File: src/rtl/rr_sel_mux.sv
// rr_sel_mux: N:1 datapath selector with a fixed-select or round-robin grant and a registered output stage.
// Define RR_SEL_MUX_PARITY_EN to add out_parity, the XOR of the registered data.
module rr_sel_mux #(
  parameter int DATA_W = 32,
  parameter int NUM_IN = 4,
  parameter int SEL_W  = 2
) (
  input  logic                     clk,
  input  logic                     rst_n,
  input  logic                     mode,
  input  logic [SEL_W-1:0]         sel,
  input  logic [NUM_IN-1:0]        in_valid,
  input  logic [NUM_IN*DATA_W-1:0] in_data,
  output logic [NUM_IN-1:0]        in_ready,
  output logic                     out_valid,
  output logic [DATA_W-1:0]        out_data,
  output logic [SEL_W-1:0]         out_src,
  input  logic                     out_ready
`ifdef RR_SEL_MUX_PARITY_EN
  ,
  output logic                     out_parity
`endif
);

  typedef enum logic {
    MODE_FIXED = 1'b0,
    MODE_RR    = 1'b1
  } mode_e;

  localparam logic [SEL_W:0] NUM_IN_W = (SEL_W+1)'(NUM_IN);

  logic [SEL_W-1:0]    rr_ptr;
  logic [SEL_W:0]      rr_base;
  logic [SEL_W:0]      rr_sum;
  logic [2*NUM_IN-1:0] valid_dbl;
  logic [NUM_IN-1:0]   valid_rot;
  logic                load;
  logic                grant_vld;
  logic [SEL_W-1:0]    grant_idx;
  logic [DATA_W-1:0]   grant_data;
  logic [SEL_W-1:0]    ptr_next;
  mode_e               mode_q;

  assign mode_q = mode_e'(mode);

  // Nothing is accepted while reset is asserted, since that word would be discarded anyway.
  assign load = rst_n && (!out_valid || out_ready);

  // Rotating the valid vector by rr_ptr turns the wrap-around search into a lowest-bit search.
  assign rr_base   = {1'b0, rr_ptr};
  assign valid_dbl = {in_valid, in_valid};
  assign valid_rot = valid_dbl[rr_base +: NUM_IN];

  // NOTE: every signal written in always_comb gets a default first, so no path infers a latch.
  always_comb begin
    grant_vld = 1'b0;
    grant_idx = '0;
    rr_sum    = '0;
    if (mode_q == MODE_FIXED) begin
      for (int i = 0; i < NUM_IN; i++) begin
        if (sel == SEL_W'(i) && in_valid[i]) begin
          grant_vld = 1'b1;
          grant_idx = SEL_W'(i);
        end
      end
    end else begin
      for (int k = NUM_IN - 1; k >= 0; k--) begin
        if (valid_rot[k]) begin
          grant_vld = 1'b1;
          rr_sum    = rr_base + (SEL_W+1)'(k);
        end
      end
      if (rr_sum >= NUM_IN_W) begin
        rr_sum = rr_sum - NUM_IN_W;
      end
      grant_idx = rr_sum[SEL_W-1:0];
    end
  end

  always_comb begin
    grant_data = '0;
    in_ready   = '0;
    for (int i = 0; i < NUM_IN; i++) begin
      if (grant_idx == SEL_W'(i)) begin
        grant_data  = in_data[i*DATA_W +: DATA_W];
        in_ready[i] = load && grant_vld;
      end
    end
  end

  assign ptr_next = (grant_idx == SEL_W'(NUM_IN - 1)) ? '0 : grant_idx + SEL_W'(1);

  // NOTE: sequential state uses non-blocking assignments so every register samples pre-edge values.
  always_ff @(posedge clk) begin
    if (!rst_n) begin
      out_valid <= 1'b0;
      out_data  <= '0;
      out_src   <= '0;
      rr_ptr    <= '0;
    end else if (load) begin
      if (grant_vld) begin
        out_valid <= 1'b1;
        out_data  <= grant_data;
        out_src   <= grant_idx;
        if (mode_q == MODE_RR) begin
          rr_ptr <= ptr_next;
        end
      end else begin
        out_valid <= 1'b0;
      end
    end
  end

`ifdef RR_SEL_MUX_PARITY_EN
  always_ff @(posedge clk) begin
    if (!rst_n) begin
      out_parity <= 1'b0;
    end else if (load && grant_vld) begin
      out_parity <= ^grant_data;
    end
  end
`endif

endmodule

File: config.mk
export PLATFORM = sky130hd
export DESIGN_NAME = rr_sel_mux
export DESIGN_NICKNAME = d
export VERILOG_FILES = /design/src/rtl/rr_sel_mux.sv
export SDC_FILE = /design/constraint.sdc
export NUM_CORES = 1
export LEC_CHECK = 0
export CORE_MARGIN = 3
export CORE_UTILIZATION = 35
export DETAILED_ROUTE_END_ITERATION = 16
export GPL_TIMING_DRIVEN = 0
export PLACE_DENSITY_LB_ADDON = 0.25
export SYNTH_ARGS = -nofsm -noshare
export SYNTH_HDL_FRONTEND = slang
export SYNTH_SLANG_ARGS = --single-unit
File: constraint.sdc
create_clock -name clk -period 5.15 [get_ports clk]
set_clock_uncertainty 0.1 [all_clocks]
set_input_delay 1.03 -clock clk [delete_from_list [all_inputs] [get_ports clk]]
set_output_delay 1.03 -clock clk [all_outputs]
set_load 0.02 [all_outputs]
### Word-level counts from Yosys, hierarchy flattened

Cells that the tools add are included.

| cells by class | value |
|---|---|
| $add $sub $neg | 5 |
| $lt $le $gt $ge | 1 |
| eq/ne operators | 6 |
| shifts and indexed selects | 1 |
| mux-type cells | 29 |
| reduce and logical (&&, ||, !) cells | 12 |

Operators with widths:

| cell | number |
|---|---|
| $mux 32 | 4 |
| $mux 1 | 15 |
| $mux 3 | 5 |
| $mux 2 | 5 |
| $eq 2x2->1 const B | 4 |
| $shiftx 8x3->4 | 1 |
| $add 2x2->3 const B | 2 |
| $logic_and 1x1->1 | 6 |
| $eq 2x1->1 const B | 2 |
| $logic_not 2->1 | 2 |
| $add 2x1->3 const B | 1 |
| $ge 3x3->1 const B | 1 |
| $reduce_and 3->1 | 1 |
| $add 2x1->2 const B | 1 |
| $reduce_and 2->1 | 1 |
| $sub 2x1->2 const B | 1 |
| $logic_not 1->1 | 1 |
| $logic_or 1x1->1 | 1 |

| storage, ports and cells | value |
|---|---|
| bits in registers | 37 |
| bits of input ports | 138 |
| output and inout bits | 39 |
| word-level logic and storage cells | 58 |

### Logic depth before layout (Yosys ltp)

Gate-level depths: netlist of run 1.

| depth | value |
|---|---|
| word-level depth | 14 |
| gate-level depth with buffers | 11 |

### Least setup slack after synthesis of run 1

Ideal clock, no wire load.

| path | value |
|---|---|
| kind | input port to output port |
| from | input in_valid[1] |
| to | output in_ready[2] |
| arrival time | 2766 ps |
| data required time | 4020 ps |
| setup slack | 1254 ps |
| stages on the path | 7 |
| cell sequence | or3b_2 o221ai_1 mux2_2 ha_1 clkbuf_1 clkbuf_1 and3_1 |

| between the ends | value |
|---|---|
| word-level cells in the longest chain between the ends | 11 |

RTL lines:

| element | line | RTL |
|---|---|---|
| start, declared | 12 | `input logic [NUM_IN-1:0] in_valid,` |
| $shiftx 8x3->4 | 52 | `assign valid_rot = valid_dbl[rr_base +: NUM_IN];` |
| $mux 3 (4 in a row) | 68 | `if (valid_rot[k]) begin` |
| $mux 3 | 59 | `if (mode_q == MODE_FIXED) begin` |
| $ge 3x3->1 or $sub 2x1->2 (tied branches) | 73, 74 |  |
| $mux 2 | 73 | `if (rr_sum >= NUM_IN_W) begin` |
| $mux 2 | 59 |  |
| $eq 2x2->1 | 84 | `if (grant_idx == SEL_W'(i)) begin` |
| $mux 1 (*) | 84 |  |
| end, declared | 14 | `output logic [NUM_IN-1:0] in_ready,` |

Every way passes the cells marked *; elsewhere a longest branch is shown, timed or not. The select of a mux whose other input is x is not followed.

### Worst setup path in the final report of run 1

| path | value |
|---|---|
| from | input in_valid[2] |
| to | output in_ready[2] |

The elaborated chain is that of the path after synthesis.

==> results by group, run 1 <==
Critical path
  – CP Class: primary input to output port
  – Worst Path Buf+Inv: 4
  – Critical path peak fanout: 10
  – Most frequent CP cell: clkdlybuf4s50_1
  – CP arrival: 3.87 ns
  – CP peak stage delay: 0.60 ns
  – Delay-heaviest family, CP: buffers and inverters
  – CP Capture Type: output port
  – Critical-path cell list: clkdlybuf4s50_1 > or3b_2 > o221ai_1 > mux2_2 > ha_1 > clkbuf_2 > clkbuf_4 > and3_1 > clkdlybuf4s50_1
  – CP Launch Type: primary input
  – Critical Path RT: 4.02 ns
  – Critical-path top delay cell: clkdlybuf4s50_1

Timing
  – Setup-failing EPs final: 0
  – Unrepaired setup endpoints after global routing: no
  – Fmax: 200 MHz
  – Slew margin rel.: 0.517
  – Final period util: 0.971
  – Final Max Slew Viols: 0
  – Hold_ws: 0.422 ns
  – Worst Tran Pin Value: 0.724 ns
  – Final hold viol count: 0
  – Worst setup slack after layout: 0.149 ns
  – Setup_tns: 0 ns
  – Min cycle time layout: 5.00 ns

Final layout
  – Area Growth Syn to Fin: 74.5%
  – Final core occ: 0.637
  – Fin cells: 601
  – Inserted Diodes: 0
  – Commonest non-fill, non-tap cells in the layout: clkdlybuf4s50_1, a21oi_1, dfxtp_1
  – Ratio of cells with drive above 1 in the final layout: 0.114
  – Most common cell after layout, fill and taps aside: clkdlybuf4s50_1
  – Number of nets in the layout: 643
  – Fin area: 4670 um2

Clock network
  – CTS tree: done
  – Clock Latency Late Sink: 0.28 ns
  – Clock Path Buffers: 2
  – CTS clk-pin slew, worst paths: 0.07 ns
  – H-tree level count: 2
  – Setup Buffers After CTS: 0
  – Root Driver: clkbuf_8
  – TritonCTS Buffers: 5
  – TritonCTS Sinks: 37

Global routing
  – Vias in the first global route: 3365
  – Total GRT Usage: 0.232
  – Grt ovf: 0
  – Initial antenna violation count: 0
  – Global-route wire length before repair: 16.3 mm
  – Largest net degree at the start of global routing: 12

Synth
  – Post-Syn Area: 2680 um2
  – Avg Inst Size Synth: 8.36 um2
  – Post-Synthesis Cells: 320
  – Yosys warnings: 0
  – Post-synthesis sequential area ratio: 0.277
  – Library cells used by synthesis: 33
  – Yosys reg bits: 37
  – Syn_nets: 462

Run
  – Max Cap Viol: 0

Power
  – VDD IR max: 103 uV
  – P_leak: 1.79 nW
  – Tot Pwr: 1.06 mW
  – Power Density: 227 nW/um2

Die
  – Initial Util: 0.365
  – Die Wd: 93.4 um
  – Area of the core: 7330 um2
  – Die Span Y: 93.4 um
  – Die ar.: 8730 um2
  – I/O pin count: 177
  – Site Rows: 31

Detailed routing
  – Final wirelength: 10.5 mm
  – Remaining antenna violation count: 0
  – Drt via density: 5.49
  – Iteration-0 DRC Markers: 129
  – Vias: 3300
  – Drt first pass iters: 4
  – # DRC: 0
  – Avg WL per Cell: 17.4 um

Place
  – Port buffer count: 176
  – Routability Congestion: 0.797
  – Dpl cells: 595
  – DP Area: 4560 um2
  – Place WS: -0.259 ns
  – DP HPWL: 8.01 mm

Outcome
  – Status: finished, final reports clean

Min path
  – Min-delay worst type: register to register
==> synth_stat cells <==
cell / count / area, um2
and2_1: 1 / 6.26
buf_2: 5 / 25.0
mux2i_1: 4 / 40.0
inv_2: 1 / 3.75
and3_1: 5 / 31.3
o221ai_1: 1 / 8.76
mux2_2: 1 / 11.3
or3b_2: 1 / 8.76
nand2_1: 2 / 7.51
a211oi_1: 4 / 30.0
a21oi_1: 70 / 350
nor3b_1: 2 / 15.0
o211a_1: 1 / 10.0
inv_1: 34 / 128
dfxtp_1: 37 / 741
or3_1: 1 / 6.26
nand2b_1: 3 / 18.8
a21boi_0: 1 / 7.51
a221o_1: 31 / 310
nand3_1: 2 / 10.0
a211oi_2: 30 / 375
o21ai_0: 2 / 10.0
nand3b_1: 1 / 7.51
nand4b_1: 1 / 8.76
nor2_1: 3 / 11.3
buf_6: 4 / 45.0
nor3_1: 3 / 15.0
a41oi_1: 1 / 8.76
nor2b_1: 3 / 18.8
clkbuf_1: 27 / 101
a22oi_1: 33 / 248
or2_2: 1 / 6.26
ha_1: 4 / 50.1
==> what timing repair did <==
| action | 4_1_cts | 5_1_grt |
|---|---|---|
| gates resized for setup | 4 | 5 |
| endpoints found under the setup margin | 3 | 3 |
| hold buffers | 0 | 0 |
==> power breakdown <==
| group | internal, mW | leakage (nW) | switching [mW] |
|---|---|---|---|
| registers | 0.316 | 0.306 | 0.0171 |
| clock network | 0.121 | 0.0542 | 0.103 |
| logic | 0.261 | 1.43 | 0.240 |
| total | 0.697 | 1.79 | 0.360 |
==> routing by layer <==
layer,wire (um),part of all wire,track usage,vias up
met2,5060,0.48,0.412,133
met5,0,0,0,-
met1,4450,0.43,0.282,1567
met3,865,0.083,0.0539,8
li1,-,-,-,1592
met4,87,0.0083,0.0574,0
==> registers in the layout, summed over array words and instances, names as in the netlist <==
signal	count
out_data	32
out_src	2
rr_ptr	2
out_valid	1
==> layout make-up <==
| type | instances | area [um2] |
|---|---|---|
| buffer | 34 | 171 |
| inverter | 35 | 131 |
| timing repair buffer | 176 | 1760 |
| sequential | 37 | 741 |
| clock inverter | 1 | 5.00 |
| multi-input combinational | 212 | 1640 |
| fill | 634 | 2660 |
| clock buffer | 7 | 96.3 |
| tap | 99 | 124 |
==> worst reg2reg max path: stages, from the launching register on <==
cell and delay [ns]:
dfxtp_1 0.38, or3b_2 0.48, o221ai_1 0.11, mux2_2 0.27
inv_1 0.08, ha_2 0.25, nor2b_1 0.28, clkbuf_1 0.46
a221o_1 0.24, a22oi_1 0.08, a211oi_2 0.24
==> cell families (layout without fill, tap and decap cells) <==
family	count (synthesis)	count (layout)	synth area share
muxes	5	5	0.0192
DFF	37	37	0.277
and+or+nand+nor	29	29	0.0641
adders and majority gates	4	4	0.0187
buffers and inverters	71	253	0.113
AOI/OAI and AO/OA	174	174	0.508
==> final timing paths <==
kind	from	end	slack, ns	cells past startpoint
worst min register to register	out_data[26]	out_data[26]	0.42	2
worst max-delay path	in_valid[2]	in_ready[2]	0.15	9
worst min-delay path	out_data[26]	out_data[26]	0.42	2
worst max register to register	rr_ptr[1]	out_data[17]	2.08	10
No activity file was read; power rests on OpenSTA's default activity.
==> inputs of run 2 (changes only) <==
--- a/config.mk
+++ b/config.mk
@@ -10,6 +10,7 @@
 export DETAILED_ROUTE_END_ITERATION = 16
 export GPL_TIMING_DRIVEN = 0
 export PLACE_DENSITY_LB_ADDON = 0.25
+export SKIP_CTS_REPAIR_TIMING = 1
 export SYNTH_ARGS = -nofsm -noshare
 export SYNTH_HDL_FRONTEND = slang
 export SYNTH_SLANG_ARGS = --single-unit
==> run 2 against run 1 <==
Effect of this change:
- clock power about the same
- wire length decreased by 0.31%
- cell count decreased by 0.17%
- fmax increased by 0.69%
- register-to-register slack about the same
- non-clock buffer count decreased by 1
- highest routed layer unchanged
- critical endpoint unchanged
- global-route usage unchanged
==> results by group, run 2 (same netlist as run 1, synthesis figures left out) <==
Critical path
  – Critical path origin: in_valid[2]
  – Critical path peak fanout: 11 (+1)
  – CP Launch Type: primary input
  – CP Capture Type: output port
  – Critical Path RT: 4.02 ns (about the same)
  – CP arrival: 3.84 ns (-0.03 ns)
  – CP Class: primary input to output port
  – R2R Path Start: rr_ptr[1]

Global routing
  – Global-route wire length before repair: 16.3 mm (-0.17%)
  – Grt ovf: 0 (unchanged)
  – Largest net degree at the start of global routing: 12 (unchanged)
  – Vias in the first global route: 3377 (+0.36%)
  – Initial antenna violation count: 0 (unchanged)
  – Total GRT Usage: 0.232 (unchanged)

Die
  – Die ar.: 8730 um2 (unchanged)
  – Die Span Y: 93.4 um (unchanged)
  – Site Rows: 31 (unchanged)
  – Die Wd: 93.4 um (unchanged)
  – Area of the core: 7330 um2 (unchanged)
  – I/O pin count: 177 (unchanged)
  – Initial Util: 0.365 (unchanged)

Detailed routing
  – Final wirelength: 10.4 mm (-0.31%)
  – Drt via density: 5.47 (-0.41%)
  – Remaining antenna violation count: 0 (unchanged)
  – Drt first pass iters: 4 (unchanged)
  – Vias: 3281 (-0.58%)
  – Avg WL per Cell: 17.4 um (-0.14%)
  – Iteration-0 DRC Markers: 118 (-8.5%)
  – # DRC: 0 (unchanged)

Final layout
  – Commonest non-fill, non-tap cells in the layout: clkdlybuf4s50_1, a21oi_1, dfxtp_1
  – Fin area: 4660 um2 (about the same)
  – Final core occ: 0.636 (about the same)
  – Number of nets in the layout: 642 (-0.16%)
  – Inserted Diodes: 0 (unchanged)
  – Fin cells: 600 (-0.17%)
  – Max FFs per register: 32 (unchanged)
  – Biggest registers after layout: out_data (32), out_src (2), rr_ptr (2)
  – Area Growth Syn to Fin: 74.4% (about the same)
  – Ratio of cells with drive above 1 in the final layout: 0.114 (+0.000227)
  – Top reg by flops: out_data
  – Most common cell after layout, fill and taps aside: clkdlybuf4s50_1

Timing
  – Worst Tran Pin Value: 0.712 ns (-0.0126 ns)
  – Final period util: 0.964 (-0.00669)
  – Setup_tns: 0 ns (unchanged)
  – Setup-failing EPs final: 0 (unchanged)
  – Slew margin rel.: 0.525 (+0.00840)
  – Worst setup slack after layout: 0.184 ns (+0.0345 ns)
  – Final Max Slew Viols: 0 (unchanged)
  – Min cycle time layout: 4.97 ns (-0.0345 ns)
  – Fmax: 201 MHz (+0.69%)
  – Hold_ws: 0.431 ns (+0.00900 ns)
  – Unrepaired setup endpoints after global routing: no
  – Final hold viol count: 0 (unchanged)

Clock network
  – Clock Latency Late Sink: 0.28 ns (about the same)
  – TritonCTS Buffers: 5 (unchanged)
  – CTS clk-pin slew, worst paths: 0.07 ns (about the same)
  – Clock Path Buffers: 2 (unchanged)
  – H-tree level count: 2 (unchanged)
  – Root Driver: clkbuf_8
  – CTS tree: done
  – TritonCTS Sinks: 37 (unchanged)

Place
  – Dpl cells: 595 (unchanged)
  – DP Area: 4560 um2 (unchanged)
  – Port buffer count: 176 (unchanged)
  – Routability Congestion: 0.797 (unchanged)
  – Place WS: -0.259 ns (unchanged)
  – DP HPWL: 8.01 mm (unchanged)

Run
  – Max Cap Viol: 0 (unchanged)

Power
  – Power Density: 226 nW/um2 (about the same)
  – P_leak: 1.78 nW (-0.39%)
  – VDD IR max: 101 uV (-1.6%)
  – Tot Pwr: 1.06 mW (-0.13%)

Min path
  – Min-delay worst type: register to register
  – Hold Startpoint: out_src[1]

Outcome
  – Status: finished, final reports clean
run 2: final timing paths:
| kind | endpoint | slack [ns] | cells after the start |
|---|---|---|---|
| min | out_src[1] | 0.43 | 2 |
| min reg2reg | out_src[1] | 0.43 | 2 |
| max | in_ready[2] | 0.18 | 8 |
| max reg2reg | out_data[12] | 2.09 | 10 |
run 2: critical path: stages:
cell	delay [ns]
clkdlybuf4s50_1	0.55
or3b_2	0.46
o221ai_1	0.12
mux2_2	0.27
ha_2	0.33
clkbuf_2	0.29
and3_1	0.18
clkdlybuf4s50_1	0.60
run 2: area by class of cell:
class / instances / area, um2
clock inverter: 1 / 5.00
multi-input combinational: 212 / 1640
timing repair buffer: 176 / 1760
clock buffer: 7 / 96.3
sequential: 37 / 741
buffer: 33 / 166
tap: 99 / 124
inverter: 35 / 131
fill: 634 / 2670
run 2: layer usage:
| metal | part of all wire | track usage | vias to the layer above | routed length (um) |
|---|---|---|---|---|
| li1 | - | - | 1586 | - |
| met1 | 0.42 | 0.280 | 1559 | 4400 |
| met2 | 0.49 | 0.411 | 128 | 5120 |
| met3 | 0.079 | 0.0555 | 8 | 826 |
| met4 | 0.0082 | 0.0611 | 0 | 86 |
| met5 | 0 | 0 | - | 0 |
run 2: power breakdown:
part           switching [mW]  total, mW  internal (mW)
Combinational           0.239      0.500          0.260
Clock                   0.102      0.223          0.121
Sequential             0.0172      0.333          0.316
Total                   0.359       1.06          0.697
